### src/rtl/color_input_encoder.sv
// Color input encoder: synchronizes and debounces four game buttons, then
// encodes one debounced press per armed capture window into a 3-bit color.
// A window ends with a press (color_valid), an expiry (timeout) or an abort
// when arm drops. After a press, the FSM waits for a debounced release
// before it returns to idle.
module color_input_encoder #(
    parameter int DEBOUNCE_CYCLES = 800000,
    parameter int TIMEOUT_CYCLES  = 50000000
) (
    input  logic       clk,
    input  logic       reset,
    input  logic [3:0] btn,
    input  logic       arm,
    output logic [2:0] color,
    output logic       color_valid,
    output logic       timeout,
    output logic       busy,
    output logic [7:0] press_count
);

    localparam int DW = $clog2(DEBOUNCE_CYCLES + 1);
    localparam int TW = $clog2(TIMEOUT_CYCLES);
    localparam logic [DW-1:0] D_LAST = DW'(DEBOUNCE_CYCLES);
    localparam logic [TW-1:0] T_LAST = TW'(TIMEOUT_CYCLES - 1);
    localparam logic [2:0] COLOR_NULL = 3'd4;

    typedef enum logic [1:0] {
        IDLE,
        WAIT_PRESS,
        DEBOUNCE,
        WAIT_RELEASE
    } state_t;

    state_t        state_reg, state_next;
    logic [3:0]    sb;
    logic [3:0]    cand_reg, cand_next;
    logic [DW-1:0] dcnt_reg, dcnt_next;
    logic [TW-1:0] tcnt_reg, tcnt_next;
    logic [2:0]    color_reg, color_next;
    logic          valid_reg, valid_next;
    logic          timeout_reg, timeout_next;
    logic [7:0]    count_reg, count_next;
    logic          busy_reg;
    logic          sb_one_hot;
    logic          dcnt_at_last;

    // Two-flop synchronizer per button; the FSM only ever looks at sb.
    genvar gi;
    generate
        for (gi = 0; gi < 4; gi++) begin : g_sync
            logic s1_reg;
            logic s2_reg;
            // Metastability filter for one button bit.
            always_ff @(posedge clk) begin
                if (reset) begin
                    s1_reg <= 1'b0;
                    s2_reg <= 1'b0;
                end else begin
                    s1_reg <= btn[gi];
                    s2_reg <= s1_reg;
                end
            end
            assign sb[gi] = s2_reg;
        end
    endgenerate

    assign sb_one_hot   = (sb != 4'd0) && ((sb & (sb - 4'd1)) == 4'd0);
    assign dcnt_at_last = ((dcnt_reg + DW'(1)) == D_LAST);

    function automatic logic [2:0] encode(input logic [3:0] onehot);
        logic [2:0] code;
        case (onehot)
            4'b0001: code = 3'd0;
            4'b0010: code = 3'd1;
            4'b0100: code = 3'd2;
            4'b1000: code = 3'd3;
            default: code = COLOR_NULL;
        endcase
        return code;
    endfunction

    // Next-state and result logic; arm-abort beats a press, a press beats expiry.
    always_comb begin
        state_next   = state_reg;
        cand_next    = cand_reg;
        dcnt_next    = dcnt_reg;
        tcnt_next    = tcnt_reg;
        color_next   = color_reg;
        valid_next   = 1'b0;
        timeout_next = 1'b0;
        count_next   = count_reg;
        case (state_reg)
            IDLE: begin
                if (arm) begin
                    state_next = WAIT_PRESS;
                    tcnt_next  = '0;
                    dcnt_next  = '0;
                end
            end
            WAIT_PRESS: begin
                if (!arm) begin
                    state_next = IDLE;
                end else if (tcnt_reg == T_LAST) begin
                    state_next   = IDLE;
                    color_next   = COLOR_NULL;
                    timeout_next = 1'b1;
                end else begin
                    tcnt_next = tcnt_reg + TW'(1);
                    if (sb_one_hot) begin
                        cand_next  = sb;
                        dcnt_next  = DW'(1);
                        state_next = DEBOUNCE;
                    end
                end
            end
            DEBOUNCE: begin
                if (!arm) begin
                    state_next = IDLE;
                end else if ((sb == cand_reg) && dcnt_at_last) begin
                    state_next = WAIT_RELEASE;
                    color_next = encode(cand_reg);
                    valid_next = 1'b1;
                    count_next = count_reg + 8'd1;
                    dcnt_next  = '0;
                end else if (tcnt_reg == T_LAST) begin
                    state_next   = IDLE;
                    color_next   = COLOR_NULL;
                    timeout_next = 1'b1;
                end else begin
                    tcnt_next = tcnt_reg + TW'(1);
                    if (sb == cand_reg) begin
                        dcnt_next = dcnt_reg + DW'(1);
                    end else begin
                        state_next = WAIT_PRESS;
                    end
                end
            end
            WAIT_RELEASE: begin
                // arm is deliberately ignored so a long press cannot re-trigger.
                if (sb != 4'd0) begin
                    dcnt_next = '0;
                end else if (dcnt_at_last) begin
                    dcnt_next  = '0;
                    state_next = IDLE;
                end else begin
                    dcnt_next = dcnt_reg + DW'(1);
                end
            end
            default: begin
                state_next = IDLE;
            end
        endcase
    end

    // State and registered outputs; reset overrides every transition.
    always_ff @(posedge clk) begin
        if (reset) begin
            state_reg   <= IDLE;
            cand_reg    <= 4'd0;
            dcnt_reg    <= '0;
            tcnt_reg    <= '0;
            color_reg   <= COLOR_NULL;
            valid_reg   <= 1'b0;
            timeout_reg <= 1'b0;
            count_reg   <= 8'd0;
            busy_reg    <= 1'b0;
        end else begin
            state_reg   <= state_next;
            cand_reg    <= cand_next;
            dcnt_reg    <= dcnt_next;
            tcnt_reg    <= tcnt_next;
            color_reg   <= color_next;
            valid_reg   <= valid_next;
            timeout_reg <= timeout_next;
            count_reg   <= count_next;
            busy_reg    <= (state_next != IDLE);
        end
    end

    assign color       = color_reg;
    assign color_valid = valid_reg;
    assign timeout     = timeout_reg;
    assign busy        = busy_reg;
    assign press_count = count_reg;

endmodule

### config.mk
export PLATFORM = sky130hd
export DESIGN_NAME = color_input_encoder
export DESIGN_NICKNAME = d
export VERILOG_FILES = /design/src/rtl/color_input_encoder.sv
export SDC_FILE = /design/constraint.sdc
export NUM_CORES = 1
export LEC_CHECK = 0
export CAP_MARGIN = 25
export CORE_MARGIN = 4
export CORE_UTILIZATION = 40
export DETAILED_ROUTE_END_ITERATION = 6
export GPL_TIMING_DRIVEN = 0
export HOLD_SLACK_MARGIN = 0.08
export PLACE_DENSITY = 0.65
export SLEW_MARGIN = 5
export SYNTH_ARGS = -nofsm -noshare
export SYNTH_HDL_FRONTEND = slang
export SYNTH_SLANG_ARGS = --single-unit
### constraint.sdc
create_clock -name clk -period 4.5 [get_ports clk]
set_input_delay 0.675 -clock clk [delete_from_list [all_inputs] [get_ports clk]]
set_output_delay 0.675 -clock clk [all_outputs]
set_load 0.05 [all_outputs]
After elaboration in Yosys (flattened, before gate mapping)
Index checks and enable logic that the tools add are counted.

$lt $le $gt $ge: 0. Bitwise logic cells: 4. Mux-type cells: 40. Eq/ne operators: 18. Shifts and indexed selects: 0. Multipliers: 0. Reductions and logical operators: 14. Add/subtract/negate cells: 4. Divide/modulo/power cells: 0.

Operator list (number): 20-bit 2-to-1 mux (10); 26-bit 2-to-1 mux (5); 20-bit one-hot mux with 4 select lines (1); 26-bit one-hot mux with 3 select lines (1); 26-bit by 1-bit adder with 26-bit output (second input constant) (1); 26-bit == test (second input constant) (1); 20-bit by 1-bit adder with 20-bit output (second input constant) (1); 20-bit == test (second input constant) (1); 2-bit 2-to-1 mux (10); 3-bit 2-to-1 mux (4); 2-bit != test (second input constant) (6); 3-bit one-hot mux with 4 select lines (1); 8-bit by 1-bit adder with 8-bit output (second input constant) (1); 2-bit one-hot mux with 4 select lines (1); 7-bit AND reduction (1); 3-bit != test (second input constant) (2); 3-bit one-hot mux with 2 select lines (1); 3-bit AND reduction (2); 1-bit 2-to-1 mux (5); 5-bit AND reduction (1); 4-bit bitwise AND (1); 2-bit == test (second input constant) (2); 4-bit by 1-bit == test with 1-bit output (second input constant) (1); 4-bit by 2-bit == test with 1-bit output (second input constant) (1); 15 further kinds (19).

Output and inout bits: 14. Bits in read-only memories: 0. Word-level logic and storage cells: 97. Bits of input ports: 7. Latch bits: 0. Register bits: 74. Memories kept: 0. Bits in writable memories: 0.

Logic depth before layout (Yosys ltp)
Gate-level depths: netlist of run 1.

Depth after elaboration: 9. Gate-level depth with buffers: 11. Gate-level depth less buffers: 9.

Least setup slack after synthesis of run 1
No wires, ideal clock.

Path type: reg-to-reg. Start point: register dcnt_reg[0]. End point: register dcnt_reg[13]. Arrival time: 3201 ps. Buffers on the path: 1. Stages on the path, launching flop included: 11. Path slack: 1182 ps. Library setup time: 117 ps. Path through: dfxtp_1 > ha_1 > nand3_1 > or4_1 > or3_1 > a21o_1 > nor4_1 > o21a_1 > buf_2 > o22ai_1 > a22o_1.

Cells in the longest elaborated chain, start to end: 6.

RTL lines: start, declared (RTL line 37) `logic [DW-1:0] dcnt_reg, dcnt_next;`; start signal, assigned (RTL line 170) `dcnt_reg <= dcnt_next;`; 20-bit by 1-bit adder with 20-bit output * (RTL line 68, 132, 146); 20-bit == test / 20-bit 2-to-1 mux (equally long branches) (RTL line 68, 131); 1-bit logical AND / 20-bit 2-to-1 mux (equally long branches) (RTL line 119, 125); 20-bit 2-to-1 mux (RTL line 119) `end else if ((sb == cand_reg) && dcnt_at_last) begin`; 20-bit 2-to-1 mux (RTL line 117) `if (!arm) begin`; 20-bit one-hot mux with 4 select lines (RTL line 92) `case (state_reg)`.

Mark *: on every way between the ends. The rest lies on a longest branch, timed or not. The select of a mux whose other input is x is not followed. A chain may end at the register's enable or synchronous reset.

Final worst setup path of run 1
Start point: register dcnt_reg[0]. End point: register dcnt_reg[2].

Same word-level chain as after synthesis.

==> results of run 1 <==
==> final cells by class <==
cell class,instances,share of cell area
sequential,74,0.3114
multi-input combinational,385,0.5266
buffer,27,0.02288
clock buffer,11,0.02762
timing repair buffer,19,0.03998
clock inverter,5,0.02157
tap,133,0.03498
inverter,19,0.01499
==> through the flow <==
stage | std cells | instance area (um2) | hold slack, ns | setup WS (ns) | power (uW)
floorplan | 505 | 4167 | 0.4138 | 1.182 | 794.7
global placement | 657 | 4523 | 0.4172 | 0.5491 | 838.1
detailed placement | 657 | 4523 | 0.4204 | 0.5263 | 839.1
CTS | 673 | 4757 | 0.4401 | 0.4884 | 1455
global route | 673 | 4757 | 0.4551 | 0.07649 | 1503
finish | 673 | 4757 | 0.4377 | 0.4712 | 1439
==> synthesized netlist by cell type (3+ instances only) <==
cell type	instances
dfxtp_1	74
nor2_1	52
nand2_1	31
o21ai_0	23
clkbuf_1	21
a21oi_1	19
nand3_1	19
nor3_1	19
inv_1	18
nor4_1	17
nand4_1	15
xor2_1	15
a22o_1	14
mux2i_1	13
nor2b_1	13
or4_1	13
o22ai_1	11
xnor2_1	10
o211ai_1	9
ha_1	8
buf_2	6
a21o_1	5
and2_1	5
o31ai_1	5
or2_2	5
a31oi_1	4
and3_1	4
o21bai_1	4
or3_1	4
a22oi_1	3
a31o_2	3
and4_1	3
o21a_1	3
==> routing by layer <==
layer,track usage,routed length (um),vias to the layer above
met4,0.06500,204,0
li1,-,-,1945
met2,0.3133,5110,85
met5,0,0,-
met3,0.04310,406,16
met1,0.2215,4670,1811
==> cells in the final DEF (no fill, tap or decap), types with 18 or more instances in the layout <==
master           count
nand3_1             19
o21ai_0             23
clkdlybuf4s50_1     19
nor2_1              52
dfxtp_1             74
inv_1               18
nand2_1             31
nor3_1              19
clkbuf_1            23
a21oi_1             19
==> final timing paths <==
path | startpoint | slack, ns | end | cells past startpoint
max | dcnt_reg[0] | 0.47 | dcnt_reg[2] | 10
min | g_sync[2].s1_reg | 0.44 | g_sync[2].s2_reg | 1
max reg2reg | dcnt_reg[0] | 0.47 | dcnt_reg[2] | 10
min reg2reg | g_sync[2].s1_reg | 0.44 | g_sync[2].s2_reg | 1
==> cells by family after synthesis <==
logic type	Yosys count	synth area share
AND/OR/NAND/NOR	213	0.2778
AO/OA/AOI/OAI	125	0.2129
flip-flops	74	0.3556
buffers and inverters	46	0.04324
XOR/XNOR	25	0.05255
multiplexers	14	0.03393
adder cells (fa/ha/maj)	8	0.02402
==> power groups by stage <==
stage / logic, uW / clock network (uW) / registers (uW)
2_1_floorplan: 99.9 / 0 / 695
3_3_place_gp: 147 / 0 / 691
3_5_place_dp: 148 / 0 / 692
4_1_cts: 148 / 630 / 676
5_1_grt: 164 / 661 / 678
6_report: 148 / 614 / 676
==> impl_metrics.yaml, run 1 <==
outcome:
  status: "complete, no violations"
pwr:
  power_frac_comb: 0.103
  pwr-share-seq: 0.470
  p_sw_frac: 0.2474
  power_frac_clock: 0.427
  powerDensity_nw_per_um2: 302.5
  p_switching_uw: 356.0
  internal-power_uw: 1083
  p_leak_uw: 0.001609
  ir_drop_mv: 0.1850
logic_synthesis:
  ys_warn_count: 0
  synth_area_leader_cell: "dfxtp_1"
  async_reset_ff_frac: 0
  synthesis.instances: 505
  synth_area_um2: 4166
  synth_top_cells_by_area: "dfxtp_1 36%, nor2_1 4.7%, xor2_1 3.2%"
  synth_fp_nets: 520
  ys_seq_elements: 74
  syn_avg_cell_area_um2: 8.250
  synth_cell_types: 63
  ys.flop_type: "dfxtp_1"
  synth_top_cell_area_share: 0.3556
  synth-edff-count: 0
  yosysSeqAreaShare: 0.3556
die:
  rows: 36
  start_util: 0.4186
  core-area_um2: 9955
  die_x_um: 110.1
  pin_count: 21
  die_y_um: 110.1
  dieArea_um2: 12110
sta:
  slew_headroom: 0.4407
  post-route-period-util: 0.8953
  worst_pin_slew_ns: 0.8313
  setup_viol: 0
  fin_crit_ns: 4.029
  fin_worst_skew_ns: 0.009405
  rsz0062_at_grt: "no"
  setup_tns_ns: 0
  finalHoldViolCount: 0
  drv_slew: 0
  fmax_ghz: 0.2482
routing:
  firstDrtPassIters: 4
  ant_nets: 0
  drc_errors: 0
  drt_iter0_drc: 294
  via_per_inst: 5.731
  wl_per_cell_um: 15.44
  wl_um: 10390
  num_vias: 3857
critical_path:
  crit_family: "simple AND/OR/NAND/NOR gates"
  critPathCaptureType: "register"
  critPathRequiredTime_ns: 4.79
  critical-path-max-stage-delay_ns: 0.73
  cp_cell_sequence: "ha_1 -> nand3_1 -> or4_1 -> or3_1 -> a21o_1 -> nor4_1 -> o21ai_2 -> nor2_1 -> buf_2 -> a22o_1"
  critPathSlowestCell: "nor4_1"
  crit_arrival_ns: 4.32
  timing.critical_path.buf_inv: 1
  critPathKind: "register to register"
  startpoint_type: "register"
  worstPathMaxFanout: 10
layout:
  multi_input_area_um2: 2505
  diodes: 0
  drive_above_1_share: 0.07222
  fin_util: 0.4779
  fin_nets: 550
  seq_area_um2: 1481
  largest_reg_flops: 26
  fillCellCount: 963
  area_delta_synth_final_pct: 14.17
clock_tree:
  ctsResizeCount: 0
  cts_buffers: 9
  tritoncts: "done"
  cts_root_buf: "clkbuf_8"
  htreeDepth: 3
  cts_setup_buffers: 0
  cts_num_sinks: 74
  clock_path_buffers: 2
  clk_pin_slew_ns: 0.08
  clkLatencyLatePin_ns: 0.35
  ctsHoldBuffers: 0
grt:
  grt_max_degree: 13
  grt.overflow.total: 0
  grt_pass1_vias: 3627
  grt_pass1_wl_um: 17480
  grtUsageTotal: 0.1823
  antenna_found_initial: 0
place:
  place_congestion: 0.9064
  io_buffers: 19
  hpwlAfterDp_um: 7401
min_path:
  hp-class: "register to register"
flow_run:
  cap_viol_max_count: 0
No activity file was read; power rests on OpenSTA's default activity.
==> run 2: changes to the inputs <==
--- a/constraint.sdc
+++ b/constraint.sdc
@@ -3,2 +3,2 @@
 set_output_delay 0.675 -clock clk [all_outputs]
-set_load 0.05 [all_outputs]
+set_load 0.01 [all_outputs]
==> results of run 2 <==
Same layout as run 1 (identical final DEF). Status: complete, no violations.
Main changes from that run: total power 1439 uW -> 1434 uW
